<file path="src/rtl/argmax_result_unit.sv">
// Output stage after the last dense layer: captures the packed output vector, finds the index
// of the largest signed element by serial scan and raises a sticky result-ready interrupt.
module argmax_result_unit #(
  parameter int unsigned NUM_INPUTS = 10,
  parameter int unsigned DATA_WIDTH = 16,
  parameter int unsigned IDX_WIDTH  = 4
) (
  input  logic                             clk,
  input  logic                             rst,
  input  logic [NUM_INPUTS*DATA_WIDTH-1:0] i_data,
  input  logic                             i_valid,
  output logic                             o_busy,
  output logic [IDX_WIDTH-1:0]             o_index,
  output logic [DATA_WIDTH-1:0]            o_max,
  output logic                             o_valid,
  output logic                             intr,
  input  logic                             intr_clr,
  output logic                             o_overrun
);

  localparam int unsigned CntW = $clog2(NUM_INPUTS) + 1;
  localparam int unsigned SelW = (NUM_INPUTS > 1) ? $clog2(NUM_INPUTS) : 1;

  typedef enum logic [1:0] {StIdle, StScan, StDone} state_e;

  state_e                state_q;
  logic [CntW-1:0]       cnt_q;
  logic [DATA_WIDTH-1:0] elem_q [NUM_INPUTS];
  logic [DATA_WIDTH-1:0] max_q;
  logic [IDX_WIDTH-1:0]  idx_q;
  logic                  busy_q;
  logic                  valid_q;
  logic                  intr_q;
  logic                  overrun_q;
  logic [IDX_WIDTH-1:0]  index_q;
  logic [DATA_WIDTH-1:0] out_max_q;
  logic [DATA_WIDTH-1:0] cur_elem;

  assign cur_elem = elem_q[cnt_q[SelW-1:0]];

  always_ff @(posedge clk or posedge rst) begin
    if (rst) begin
      state_q   <= StIdle;
      cnt_q     <= '0;
      max_q     <= '0;
      idx_q     <= '0;
      busy_q    <= 1'b0;
      valid_q   <= 1'b0;
      intr_q    <= 1'b0;
      overrun_q <= 1'b0;
      index_q   <= '0;
      out_max_q <= '0;
      for (int unsigned n = 0; n < NUM_INPUTS; n++) begin
        elem_q[n] <= '0;
      end
    end else begin
      valid_q <= 1'b0;

      // A set in the same cycle as a clear takes priority.
      if (i_valid && busy_q) begin
        overrun_q <= 1'b1;
      end else if (intr_clr) begin
        overrun_q <= 1'b0;
      end

      if (state_q == StDone) begin
        intr_q <= 1'b1;
      end else if (intr_clr) begin
        intr_q <= 1'b0;
      end

      unique case (state_q)
        StIdle: begin
          if (i_valid) begin
            for (int unsigned n = 0; n < NUM_INPUTS; n++) begin
              elem_q[n] <= i_data[n*DATA_WIDTH +: DATA_WIDTH];
            end
            max_q   <= i_data[DATA_WIDTH-1:0];
            idx_q   <= '0;
            cnt_q   <= CntW'(1);
            busy_q  <= 1'b1;
            state_q <= (NUM_INPUTS == 1) ? StDone : StScan;
          end
        end
        StScan: begin
          // Strictly greater only, so ties keep the lower index.
          if ($signed(cur_elem) > $signed(max_q)) begin
            max_q <= cur_elem;
            idx_q <= IDX_WIDTH'(cnt_q);
          end
          cnt_q <= cnt_q + CntW'(1);
          if (cnt_q == CntW'(NUM_INPUTS - 1)) begin
            state_q <= StDone;
          end
        end
        StDone: begin
          index_q   <= idx_q;
          out_max_q <= max_q;
          valid_q   <= 1'b1;
          busy_q    <= 1'b0;
          state_q   <= StIdle;
        end
        default: state_q <= StIdle;
      endcase
    end
  end

  assign o_busy    = busy_q;
  assign o_index   = index_q;
  assign o_max     = out_max_q;
  assign o_valid   = valid_q;
  assign intr      = intr_q;
  assign o_overrun = overrun_q;

endmodule
</file>
<file path="config.mk">
export PLATFORM = sky130hd
export DESIGN_NAME = argmax_result_unit
export DESIGN_NICKNAME = d
export VERILOG_FILES = /design/src/rtl/argmax_result_unit.sv
export SDC_FILE = /design/constraint.sdc
export NUM_CORES = 1
export LEC_CHECK = 0
export ABC_CLOCK_PERIOD_IN_PS = 11350
export BUFFER_PORTS_ARGS = -buffer_cell sky130_fd_sc_hd__buf_2
export CAP_MARGIN = 25
export CORE_UTILIZATION = 60
export CTS_CLUSTER_DIAMETER = 30
export DETAILED_ROUTE_END_ITERATION = 8
export PLACE_DENSITY = 0.95
export SYNTH_ARGS = -nofsm -noshare
export SYNTH_HDL_FRONTEND = slang
export SYNTH_SLANG_ARGS = --single-unit
</file>
<file path="constraint.sdc">
create_clock -name clk -period 11.35 [get_ports clk]
set_clock_uncertainty 0.05 [all_clocks]
set_input_delay 1.7025 -clock clk [delete_from_list [all_inputs] [get_ports clk]]
set_output_delay 1.7025 -clock clk [all_outputs]
set_load 0.01 [all_outputs]
</file>
=== Word-level counts from Yosys, hierarchy flattened ===
Cells that the tools add are included.

* Add/sub/neg operators: 1
* Magnitude comparators: 2
* Equal/unequal tests: 6
* Muxes and demuxes: 20
* Bitwise operators: 1
* Reductions and logical operators: 11

{| class="wikitable"
|+ Operator list
! kind !! number
|-
| binary-select mux 16 bit (select 4 bit) || 1
|-
| 2-to-1 mux 16 bit || 4
|-
| one-hot mux 16 bit (2 select lines) || 1
|-
| greater-than comparator 16 bit || 1
|-
| one-hot mux 5 bit (2 select lines) || 1
|-
| 2-to-1 mux 4 bit || 2
|-
| one-hot mux 4 bit (2 select lines) || 1
|-
| AND reduction 2 bit || 4
|-
| nonzero test 2 bit || 4
|-
| != test 2 bit (second input constant) || 3
|-
| adder 5 x 1 -> 5 bit (second input constant) || 1
|-
| equality test 5 x 4 -> 1 bit (second input constant) || 1
|-
| greater-or-equal comparator 5 bit (second input constant) || 1
|-
| 2-to-1 mux 1 bit || 5
|-
| 2-to-1 mux 5 bit || 1
|-
| inverter 4 -> 5 bit || 1
|-
| 2-to-1 mux 2 bit || 2
|-
| one-hot mux 2 bit (2 select lines) || 1
|-
| AND reduction 3 bit || 1
|-
| equality test 2 x 1 -> 1 bit (second input constant) || 1
|-
| equality test 2 bit (second input constant) || 1
|-
| zero test 2 bit || 1
|-
| one-hot mux 1 bit (2 select lines) || 1
|-
| logical AND 1 bit || 1
|}

* Flip-flop bits (word level): 211
* Bits of input ports: 164
* Output and inout port bits: 24
* Word-level logic and storage cells: 61

=== Longest topological paths before layout ===
Gate-level depths: netlist of the first run.

* Depth in word-level cells: 7
* Mapped depth: 14
* Mapped depth without buffers: 10

=== Worst setup path before layout of the first run ===
OpenSTA, ideal clock, no wires.

* Kind: register to register
* From: reg cnt_q[0]
* To: reg idx_q[0]
* Setup time: 0.125 ns
* Data arrival time: 3.569 ns
* Required time: 11.175 ns
* Path slack: 7.606 ns
* Cell stages (with the launch flop): 14
* Path buffers: 3
* Period minus slack after synthesis: 3.744 ns
* Cell sequence: dfrtp_1 buf_2 buf_2 mux4_2 mux2i_1 o22ai_1 ha_1 nand4_2 or4_4 a21o_1 a311oi_1 nand3b_2 buf_12 mux2_4

* Word-level cells in the longest chain between the ends: 7
* Elaborated cells on any way between the ends: 9
* Those cells by class: 1 x order compare; 1 x eq/ne; 5 x mux; 1 x bitwise; 1 x reduce/logical

{| class="wikitable"
|+ RTL lines
! item !! line !! source
|-
| start: declaration || 27 || <nowiki>logic [CntW-1:0] cnt_q;</nowiki>
|-
| start signal: assignment || 80 || <nowiki>cnt_q <= CntW'(1);</nowiki>
|-
| start signal: assignment || 91 || <nowiki>cnt_q <= cnt_q + CntW'(1);</nowiki>
|-
| inverter 4 -> 5 bit (implied by the code) || 39 || <nowiki>assign cur_elem = elem_q[cnt_q[SelW-1:0]];</nowiki>
|-
| binary-select mux 16 bit (select 4 bit) || 39 ||
|-
| 2-to-1 mux 16 bit (implied by the code) (2 in a row) || 39 ||
|-
| greater-than comparator 16 bit || 87 || <nowiki>if ($signed(cur_elem) > $signed(max_q)) begin</nowiki>
|-
| != test 2 bit (no line) || n/a ||
|-
| AND reduction 3 bit (no line) || n/a ||
|-
| end signal: assignment || 89 || <nowiki>idx_q <= IDX_WIDTH'(cnt_q);</nowiki>
|-
| end: declaration || 30 || <nowiki>logic [IDX_WIDTH-1:0] idx_q;</nowiki>
|}

Parallel ways exist; a longest one is shown, timed or not. The select of a mux whose other input is x is not followed.
A chain may end at the register's enable or synchronous reset.

=== Final worst setup path of the first run ===
* From: reg cnt_q[0]
* To: reg idx_q[2]

* Word-level cells in the longest chain between the ends: 7

{| class="wikitable"
|+ RTL lines
! item !! line
|-
| inverter 4 -> 5 bit (implied by the code) || 39
|-
| binary-select mux 16 bit (select 4 bit) || 39
|-
| 2-to-1 mux 16 bit (implied by the code) (2 in a row) || 39
|-
| greater-than comparator 16 bit || 87
|-
| != test 2 bit (no line) || n/a
|-
| AND reduction 3 bit (no line) || n/a
|}

Every way passes these cells. The select of a mux whose other input is x is not followed.

==> impl_metrics.csv, run 1 <==
group,metric,value,unit
grt,grt_max_degree,130,
clock_network,ctsHtreeMaxLevel,2,
placement,place_ws,6560,ps
clock_network,cts_tree,"done",
yosys,synth_top_area_share,54.33,%
worst_setup_path,worstSetupPathType,"register to register",
route,wl_per_cell,20.17,µm
timing,maxSlewViolCount,0,
yosys,netlist_instances,1005,
worst_setup_path,start_kind,"register",
route,wl,28.70,mm
timing,hold_viol_final,0,
timing,fmax,207.4,MHz
final_layout,nFillCells,901,
yosys,ys_ff_latch,211,
worst_setup_path,critical_path_required,11710,ps
worst_hold_path,hold_class,"register to register",
timing,worst_slew_pin_slew,984.5,ps
grt,grt_pass1_vias,8553,
grt,grt_first_pass_wirelength,45.13,mm
final_layout,seq_area,5284,µm²
timing,tns,0,ps
route,dr.pass1.iters,7,
floorplanning,die-area,16710,µm²
worst_setup_path,arrival,5180,ps
placement,placed_area,10720,µm²
floorplanning,fp-row-count,46,
clock_network,clkLatencyLatePin,520,ps
floorplanning,core,15830,µm²
floorplanning,initial_core_util,61.40,%
final_layout,drive_above_1_share,25.25,%
clock_network,cts_buffer_depth,3,
yosys,synth_top_cell_by_area,"dfrtp_1",
outcome,outcome,"completed",
yosys,synth_edf_count,0,
floorplanning,ios,188,
timing,period_minus_slack,4822,ps
timing,fin_crit_sh,42.49,%
grt,grt_use_total,36.21,%
route,first_iter_violations,1247,
timing,setup_viol,0,
route,ant_nets,0,
yosys,syn_nets,1187,
yosys,ys.warnings.count,0,
grt,gr-total-overflow,0,
placement,routabilityCongestion,0.9506,
clock_network,hold_buffers,0,
placement,numPortBuffers,187,
clock_network,postCtsSetupBuffers,0,
clock_network,cts-buffers-inserted,35,
final_layout,fin_area,12030,µm²
final_layout,fin_nets,1359,
yosys,async_flop_share,100.0,%
power,power.leakage,0.006561,µW
yosys,avgSynthCellArea,9.670,µm²
yosys,synth_area_leaders,"dfrtp_1, nand2_1, mux4_2",
timing,relSlewSlack,34.36,%
route,vias,8441,
clock_network,cts_sinks,211,
placement,hpwl,16.70,mm
power,power_density,358.5,nW/µm²
floorplanning,die_h,129.3,µm
yosys,ys_types,39,
floorplanning,die_x,129.3,µm
worst_setup_path,path_max_fanout,53,
clock_network,cts.clk_slew.worst_paths,60,ps
run,drv_cap,0,
yosys,yosysSeqAreaShare,54.33,%
final_layout,areaGrowthSynthToFinish,23.78,%
clock_network,cts_resized,0,
yosys,synth_ff_type,"dfrtp_1",
final_layout,multi_input_area,4080,µm²
route,via_per_inst,5.932,
timing,timing.final.ws_setup,6528,ps
grt,antenna_found_initial,1,
power,irDropWorstVdd,0.2027,mV
route,drc,0,
clock_network,cts-root-buf,"clkbuf_16",
yosys,syn-cell-area,9718,µm²
timing,rsz0062_at_grt,"no",
worst_setup_path,critPathCaptureType,"register",
## final cells by class
type                       instances  area share, %
inverter                          27         0.9049
clock inverter                    23          2.746
timing repair buffer             194          8.384
clock buffer                      41          7.812
antenna                            3        0.06241
tap                              216          2.247
multi-input combinational        708          33.92
sequential                       211          43.93
## per-stage QoR
stage                     utilization (%)  power, µW  hold slack (ps)  std cells
after floorplan                         -       2626            390.3       1005
after global placement              67.75       2885            402.1       1355
final                               76.00       4312            418.1       1423
after global routing                75.95       4519            448.3       1420
after CTS                           75.78       4260            420.8       1419
after detailed placement            67.75       3005            407.7       1355
## flip-flops by register name, summed over array words and instances, names as in the netlist, 2 cells and up
register  flops
elem_q      160
max_q        16
o_max        16
cnt_q         5
idx_q         4
o_index       4
state_q       2
## cells in the final DEF, fill, tap and decap left out, types with 2 or more instances in the layout
cell type	instances
dfrtp_1	210
inv_8	2
ha_1	18
buf_2	187
clkbuf_16	36
mux2_2	3
clkbuf_1	3
mux2i_1	64
nor3_1	2
a21o_1	3
nand4_1	3
nand2_1	504
nand3_1	6
nor2_1	3
inv_1	25
clkinv_4	6
a22o_1	2
o21ai_0	24
bufinv_16	6
diode_2	3
a21oi_1	7
and2_1	3
inv_6	6
buf_4	6
mux2_4	3
clkbuf_8	2
clkinv_2	2
mux4_2	32
o22ai_1	15
## cells by family after synthesis
group	Yosys count	synth area share, %
simple gates	532	21.30
flops	211	54.33
mux	102	14.82
buf+inv	86	3.811
compound gates	56	3.425
fa+ha+maj	18	2.318
## power by group
group          switching, µW  total (µW)  internal [µW]
Sequential               293        1420           1130
Combinational            981        1740            763
Clock                    403        1150            743
Total                   1680        4310           2640
## worst max-delay path, cell delays in order, from the launching register on
cell,delay (ps)
dfrtp_4,1040
mux4_2,660
mux2i_1,210
o22ai_1,160
ha_1,410
a41o_1,180
a21oi_1,60
or4_2,610
a311oi_1,300
nand3b_2,600
mux2_4,350
## synthesized netlist by cell type (4+ instances only)
cell,instances
buf_1,5
nand2_1,505
a21oi_1,7
mux2i_1,64
o22ai_1,15
ha_1,18
o21ai_0,24
buf_2,7
inv_1,26
dfrtp_1,211
clkbuf_1,43
and2_1,4
nand3_1,6
mux4_2,32
## layer usage
metal,GRT usage (%),up-vias,wire length (µm)
li1,-,3626,-
met1,46.45,3984,10550
met2,55.34,673,13270
met3,9.703,158,3182
met4,22.56,0,1695
met5,0,-,0
## path summary, 6_finish.rpt
path / start / endpoint / slack (ps) / cells past startpoint
worst max-delay path: cnt_q[0] / idx_q[2] / 6530 / 10
worst min-delay path: o_max[9] / o_max[9] / 420 / 2
worst max register to register: cnt_q[0] / idx_q[2] / 6530 / 10
worst min register to register: o_max[9] / o_max[9] / 420 / 2
max in group asynchronous: rst / elem_q[47] / 8760 / 4
min in group asynchronous: rst / elem_q[124] / 1310 / 2
(Power assumes the default switching activity.)
==> run 2, diff against run 1 <==
==> config.mk (replaced) <==
export PLATFORM = sky130hd
export DESIGN_NAME = argmax_result_unit
export DESIGN_NICKNAME = d
export VERILOG_FILES = /design/src/rtl/argmax_result_unit.sv
export SDC_FILE = /design/constraint.sdc
export NUM_CORES = 1
export LEC_CHECK = 0
export ABC_CLOCK_PERIOD_IN_PS = 4000
export BUFFER_PORTS_ARGS = -buffer_cell sky130_fd_sc_hd__buf_2
export CAP_MARGIN = 25
export CORE_UTILIZATION = 50
export CTS_CLUSTER_DIAMETER = 30
export DETAILED_ROUTE_END_ITERATION = 8
export PLACE_DENSITY = 0.87
export SYNTH_ARGS = -nofsm -noshare
export SYNTH_HDL_FRONTEND = slang
export SYNTH_SLANG_ARGS = --single-unit
==> constraint.sdc (replaced) <==
create_clock -name clk -period 4 [get_ports clk]
set_clock_uncertainty 0.05 [all_clocks]
set_input_delay 0.6 -clock clk [delete_from_list [all_inputs] [get_ports clk]]
set_output_delay 0.6 -clock clk [all_outputs]
set_load 0.01 [all_outputs]
==> run 2 against run 1 <==
Combinational power rose to 3.1 times the previous value; hold slack worse by 220 ps; clock power rose to 3.0 times the previous value; count of clock-buffer cells in the layout up 12; critical path depth increased by 2; via count down 2.2%; sequential cell count stayed put; design area rose by 3.5%; fmax increased by 24%; global-route usage down 8.0 points; largest cell class unchanged.
==> impl_metrics.csv, run 2 (same netlist as run 1, synthesis figures left out) <==
group,metric,value,unit
outcome,outcome,"completed",
clock_network,cts_buffer_depth,3,
power,finalPower,12770,µW
floorplanning,ios,188,
route,vias,8256,
final_layout,final_common_cell,"nand2_1",
worst_setup_path,r2r-start,"cnt_q[0]",
clock_network,cts-buffers-inserted,38,
clock_network,ctsHtreeMaxLevel,2,
clock_network,cts_sinks,211,
run,drv_cap,0,
placement,routabilityCongestion,0.9315,
worst_setup_path,rr_worst_depth,12,
worst_setup_path,rrSetupSlack,110,ps
timing,period_minus_slack,3892,ps
worst_setup_path,path_buf_inv,2,
final_layout,largest_register_ff_count,160,
clock_network,clkLatencyLatePin,520,ps
clock_network,cts-root-buf,"clkbuf_16",
worst_setup_path,arrival,4240,ps
route,drc,0,
worst_hold_path,hold_class,"primary input to async pin",
floorplanning,die_x,141.4,µm
timing,whs,198.3,ps
timing,hold_viol_final,0,
worst_setup_path,path_max_fanout,5,
worst_setup_path,cp.depth,12,
floorplanning,core,18890,µm²
route,first_iter_violations,699,
clock_network,cts_tree,"done",
floorplanning,fp-row-count,50,
worst_setup_path,max_stage_delay,550,ps
final_layout,fin_nets,1393,
worst_setup_path,startpoint,"cnt_q[0]",
final_layout,areaGrowthSynthToFinish,28.16,%
placement,numPortBuffers,187,
timing,relSlewSlack,44.14,%
worst_setup_path,critPathCaptureType,"register",
worst_setup_path,cpMaxStageDelayCell,"or4_4",
route,ant_nets,0,
clock_network,cts.clk_slew.worst_paths,50,ps
floorplanning,die_h,141.4,µm
worst_setup_path,endpoint,"max_q[0]",
route,wl,27.51,mm
worst_setup_path,path_common_cell,"buf_4",
floorplanning,initial_core_util,51.44,%
route,wl_per_cell,18.34,µm
timing,tns,0,ps
power,power_density,1025,nW/µm²
grt,grt_use_total,28.24,%
route,via_per_inst,5.504,
worst_setup_path,path_cells,"buf_4 -> buf_4 -> mux4_2 -> mux2i_1 -> o22ai_1 -> ha_1 -> nand4_2 -> or4_4 -> a21o_1 -> a311oi_2 -> nand3b_2 -> mux2_4",
grt,antenna_found_initial,0,
placement,hpwl,18.70,mm
timing,maxSlewViolCount,0,
worst_setup_path,cp_top_family,"multiplexers",
power,irDropWorstVdd,0.5131,mV
timing,fmax,256.9,MHz
timing,fin_crit_sh,97.31,%
worst_setup_path,worstSetupPathType,"register to register",
worst_setup_path,start_kind,"register",
final_layout,regMostFlops,"elem_q",
clock_network,hold_buffers,0,
route,dr.pass1.iters,7,
floorplanning,die-area,20000,µm²
grt,grt_max_degree,79,
timing,worst_slew_pin_slew,836.2,ps
worst_setup_path,r2r-end,"max_q[0]",
final_layout,drive_above_1_share,27.14,%
grt,grt_first_pass_wirelength,42.93,mm
timing,setup_viol,0,
grt,grt_pass1_vias,8365,
final_layout,final_cell_mix,"nand2_1, dfrtp_1, buf_2",
power,power.leakage,0.006768,µW
worst_setup_path,critical_path_required,4350,ps
grt,gr-total-overflow,0,
[run 2: cell types whose count changed in the layout (fill, tap and decap cells not counted), sizes merged]
cell      before  now
buf          194  223
clkbuf        41   54
clkinv         9    1
inv           34   32
clkinvlp       1    2
diode          3    2
nand3b         1    2
[run 2: worst min path at each step]
stage	to	slack (ps)	depth (start not counted)
floorplan	elem_q[112]	390	2
global placement	elem_q[115]	400	2
detailed placement	elem_q[40]	410	2
CTS	elem_q[142]	210	2
global route	elem_q[43]	240	3
finish	idx_q[1]	200	2
[run 2: cell type report]
class | count | area, µm²
timing repair buffer | 224 | 1251
multi-input combinational | 709 | 4106
clock buffer | 53 | 1121
fill | 1353 | 6439
inverter | 27 | 105.1
sequential | 211 | 5285
clock inverter | 14 | 255.2
tap | 260 | 325.3
antenna | 2 | 5.005
[run 2: what timing repair did]
action                     in CTS  in global routing
gates resized for setup         0                  2
setup buffers                   0                 10
setup endpoints to repair       0                 20
hold endpoints to repair        0                  0
[run 2: routing by layer]
layer  vias to the layer above  global-route usage (%)  part of all wire [%]
li1                       3692                       -                     -
met1                      3975                   36.51                    39
met5                         -                       0                     0
met2                       492                   45.08                    47
met3                        97                   5.670                   8.3
met4                         0                   15.51                   4.9
[run 2: power by group]
part / switching [µW] / total (µW) / internal (µW)
clock network: 1090 / 3440 / 2350
logic: 2860 / 5400 / 2540
registers: 718 / 3930 / 3210
total: 4670 / 12800 / 8100
[run 2: metrics by stage]
| stage | std cells | setup WS [ps] | cell area [µm²] | util (%) |
|---|---|---|---|---|
| after floorplan | 1005 | 256.2 | 9722 | - |
| after global placement | 1420 | 175.5 | 10970 | 58.07 |
| after detailed placement | 1420 | 27.47 | 10970 | 58.07 |
| after CTS | 1487 | 5.451 | 12350 | 65.36 |
| after global routing | 1498 | -26.17 | 12450 | 65.89 |
| final | 1500 | 107.6 | 12450 | 65.92 |
==> run 3, diff against run 2 <==
--- a/config.mk
+++ b/config.mk
@@ -8,10 +8,10 @@
 export ABC_CLOCK_PERIOD_IN_PS = 4000
 export BUFFER_PORTS_ARGS = -buffer_cell sky130_fd_sc_hd__buf_2
 export CAP_MARGIN = 25
-export CORE_UTILIZATION = 50
+export CORE_UTILIZATION = 45
 export CTS_CLUSTER_DIAMETER = 30
 export DETAILED_ROUTE_END_ITERATION = 8
-export PLACE_DENSITY = 0.87
+export PLACE_DENSITY = 0.81
 export SYNTH_ARGS = -nofsm -noshare
 export SYNTH_HDL_FRONTEND = slang
 export SYNTH_SLANG_ARGS = --single-unit
==> run 3 against run 2 <==
Sequential share of layout area increased by 0.18 points; hold slack worse by 42 ps; worst setup slack better by 9.1 ps; via count is 3.4% lower; global-route usage down 3.1 points; critical path type unchanged; critical endpoint is now max_q[7]; highest routed layer unchanged.
==> impl_metrics.csv, run 3 (same netlist as run 1, synthesis figures left out) <==
group,metric,value,unit
clock_network,ctsHtreeMaxLevel,2,
route,via_per_inst,5.274,
clock_network,cts_buffer_depth,3,
final_layout,regMostFlops,"elem_q",
route,dr.pass1.iters,5,
route,ant_nets,0,
clock_network,cts.clk_slew.worst_paths,50,ps
worst_setup_path,arrival,4240,ps
worst_setup_path,r2r-start,"cnt_q[0]",
timing,maxSlewViolCount,0,
worst_setup_path,r2r-end,"max_q[7]",
placement,hpwl,18.44,mm
final_layout,drive_above_1_share,27.37,%
floorplanning,die-area,22190,µm²
floorplanning,die_x,149.0,µm
worst_setup_path,critPathCaptureType,"register",
route,wl,27.22,mm
power,power_density,1001,nW/µm²
worst_setup_path,startpoint,"cnt_q[0]",
worst_setup_path,path_max_fanout,16,
worst_setup_path,critical_path_required,4360,ps
final_layout,fin_nets,1388,
final_layout,largest_register_ff_count,160,
final_layout,final_common_cell,"nand2_1",
grt,grt_max_degree,99,
floorplanning,initial_core_util,46.08,%
timing,timing.final.ws_setup,116.7,ps
clock_network,cts_sinks,211,
grt,grt_first_pass_wirelength,42.59,mm
run,drv_cap,0,
placement,place_ws,130.0,ps
clock_network,cts_tree,"done",
clock_network,cts-buffers-inserted,38,
worst_setup_path,endpoint,"max_q[7]",
final_layout,final_cell_mix,"nand2_1, dfrtp_1, buf_2",
timing,period_minus_slack,3883,ps
floorplanning,fp-row-count,53,
clock_network,clkLatencyLatePin,520,ps
final_layout,areaGrowthSynthToFinish,27.60,%
floorplanning,core,21090,µm²
timing,fin_crit_sh,97.08,%
floorplanning,die_h,149.0,µm
placement,routabilityCongestion,0.9543,
placement,numPortBuffers,187,
outcome,outcome,"completed",
power,irDropWorstVdd,0.5453,mV
timing,worst_slew_pin_slew,729.5,ps
power,power.leakage,0.006711,µW
worst_setup_path,rr_worst_depth,12,
route,first_iter_violations,643,
route,wl_per_cell,17.99,µm
worst_setup_path,rrSetupSlack,120,ps
grt,antenna_found_initial,2,
timing,fmax,257.5,MHz
power,finalPower,12410,µW
timing,setup_viol,0,
clock_network,cts-root-buf,"clkbuf_16",
grt,grt_use_total,25.17,%
floorplanning,ios,188,
worst_setup_path,start_kind,"register",
timing,relSlewSlack,51.27,%
timing,hold_viol_final,0,
grt,gr-total-overflow,0,
grt,grt_pass1_vias,8084,
route,vias,7979,
worst_setup_path,worstSetupPathType,"register to register",
route,drc,0,
worst_hold_path,hold_class,"primary input to async pin",
## run 3: how the worst min path moves through the flow
stage	depth (start not counted)	from	endpoint
after detailed placement	2	elem_q[122]	elem_q[122]
after CTS	2	rst	elem_q[2]
final	2	rst	elem_q[2]
after floorplan	2	elem_q[112]	elem_q[112]
after global placement	2	elem_q[153]	elem_q[153]
after global routing	2	rst	elem_q[2]
## run 3: layout make-up
class                   instances  area (µm²)
multi-input cells             708        4099
fillers                      1692        8687
clock inverters                24       247.7
inverters                      27       105.1
repair buffers                220        1295
well taps                     275       344.1
clock buffers                  45        1017
diodes                          3       7.507
flip-flops and latches        211        5285
## run 3: routing by layer
metal / vias up / GRT usage (%) / wire (µm)
met1: 3814 / 34.39 / 11230
met2: 401 / 37.79 / 12060
met4: 0 / 12.76 / 1415
met5: - / 0 / 0
li1: 3676 / - / -
met3: 88 / 5.627 / 2515
## run 3: critical path, stage by stage (launching register included)
cell      delay [ps]
dfrtp_4          460
buf_12           180
mux4_2           520
mux2i_1          190
o22ai_1          140
ha_1             360
nand4_2          160
or4_4            540
a21o_1           190
a311oi_2         290
nand3b_4         230
buf_6            200
mux2i_2          240
## run 3: stage by stage
step	hold WS [ps]	instances	area, µm²	setup TNS, ps	util [%]
after floorplan	390.3	1005	9722	0	-
after global placement	402.3	1427	10970	0	52.01
after detailed placement	407.1	1427	10970	0	52.01
after CTS	163.0	1497	12280	0	58.22
after global routing	193.1	1510	12390	-40.00	58.77
final	156.1	1513	12400	0	58.80
## run 3: repair_timing
item                       in CTS  in global routing
resized for setup               2                  3
buffers inserted                0                 13
cloned                          1                  0
pin swaps                       0                  1
hold buffers                    0                  0
setup endpoints to repair       5                 17
## run 3: report_power, final
group          switching (µW)  internal (µW)
combinational            2860           2530
clock                    1110           2030
sequential                678           3210
total                    4650           7770
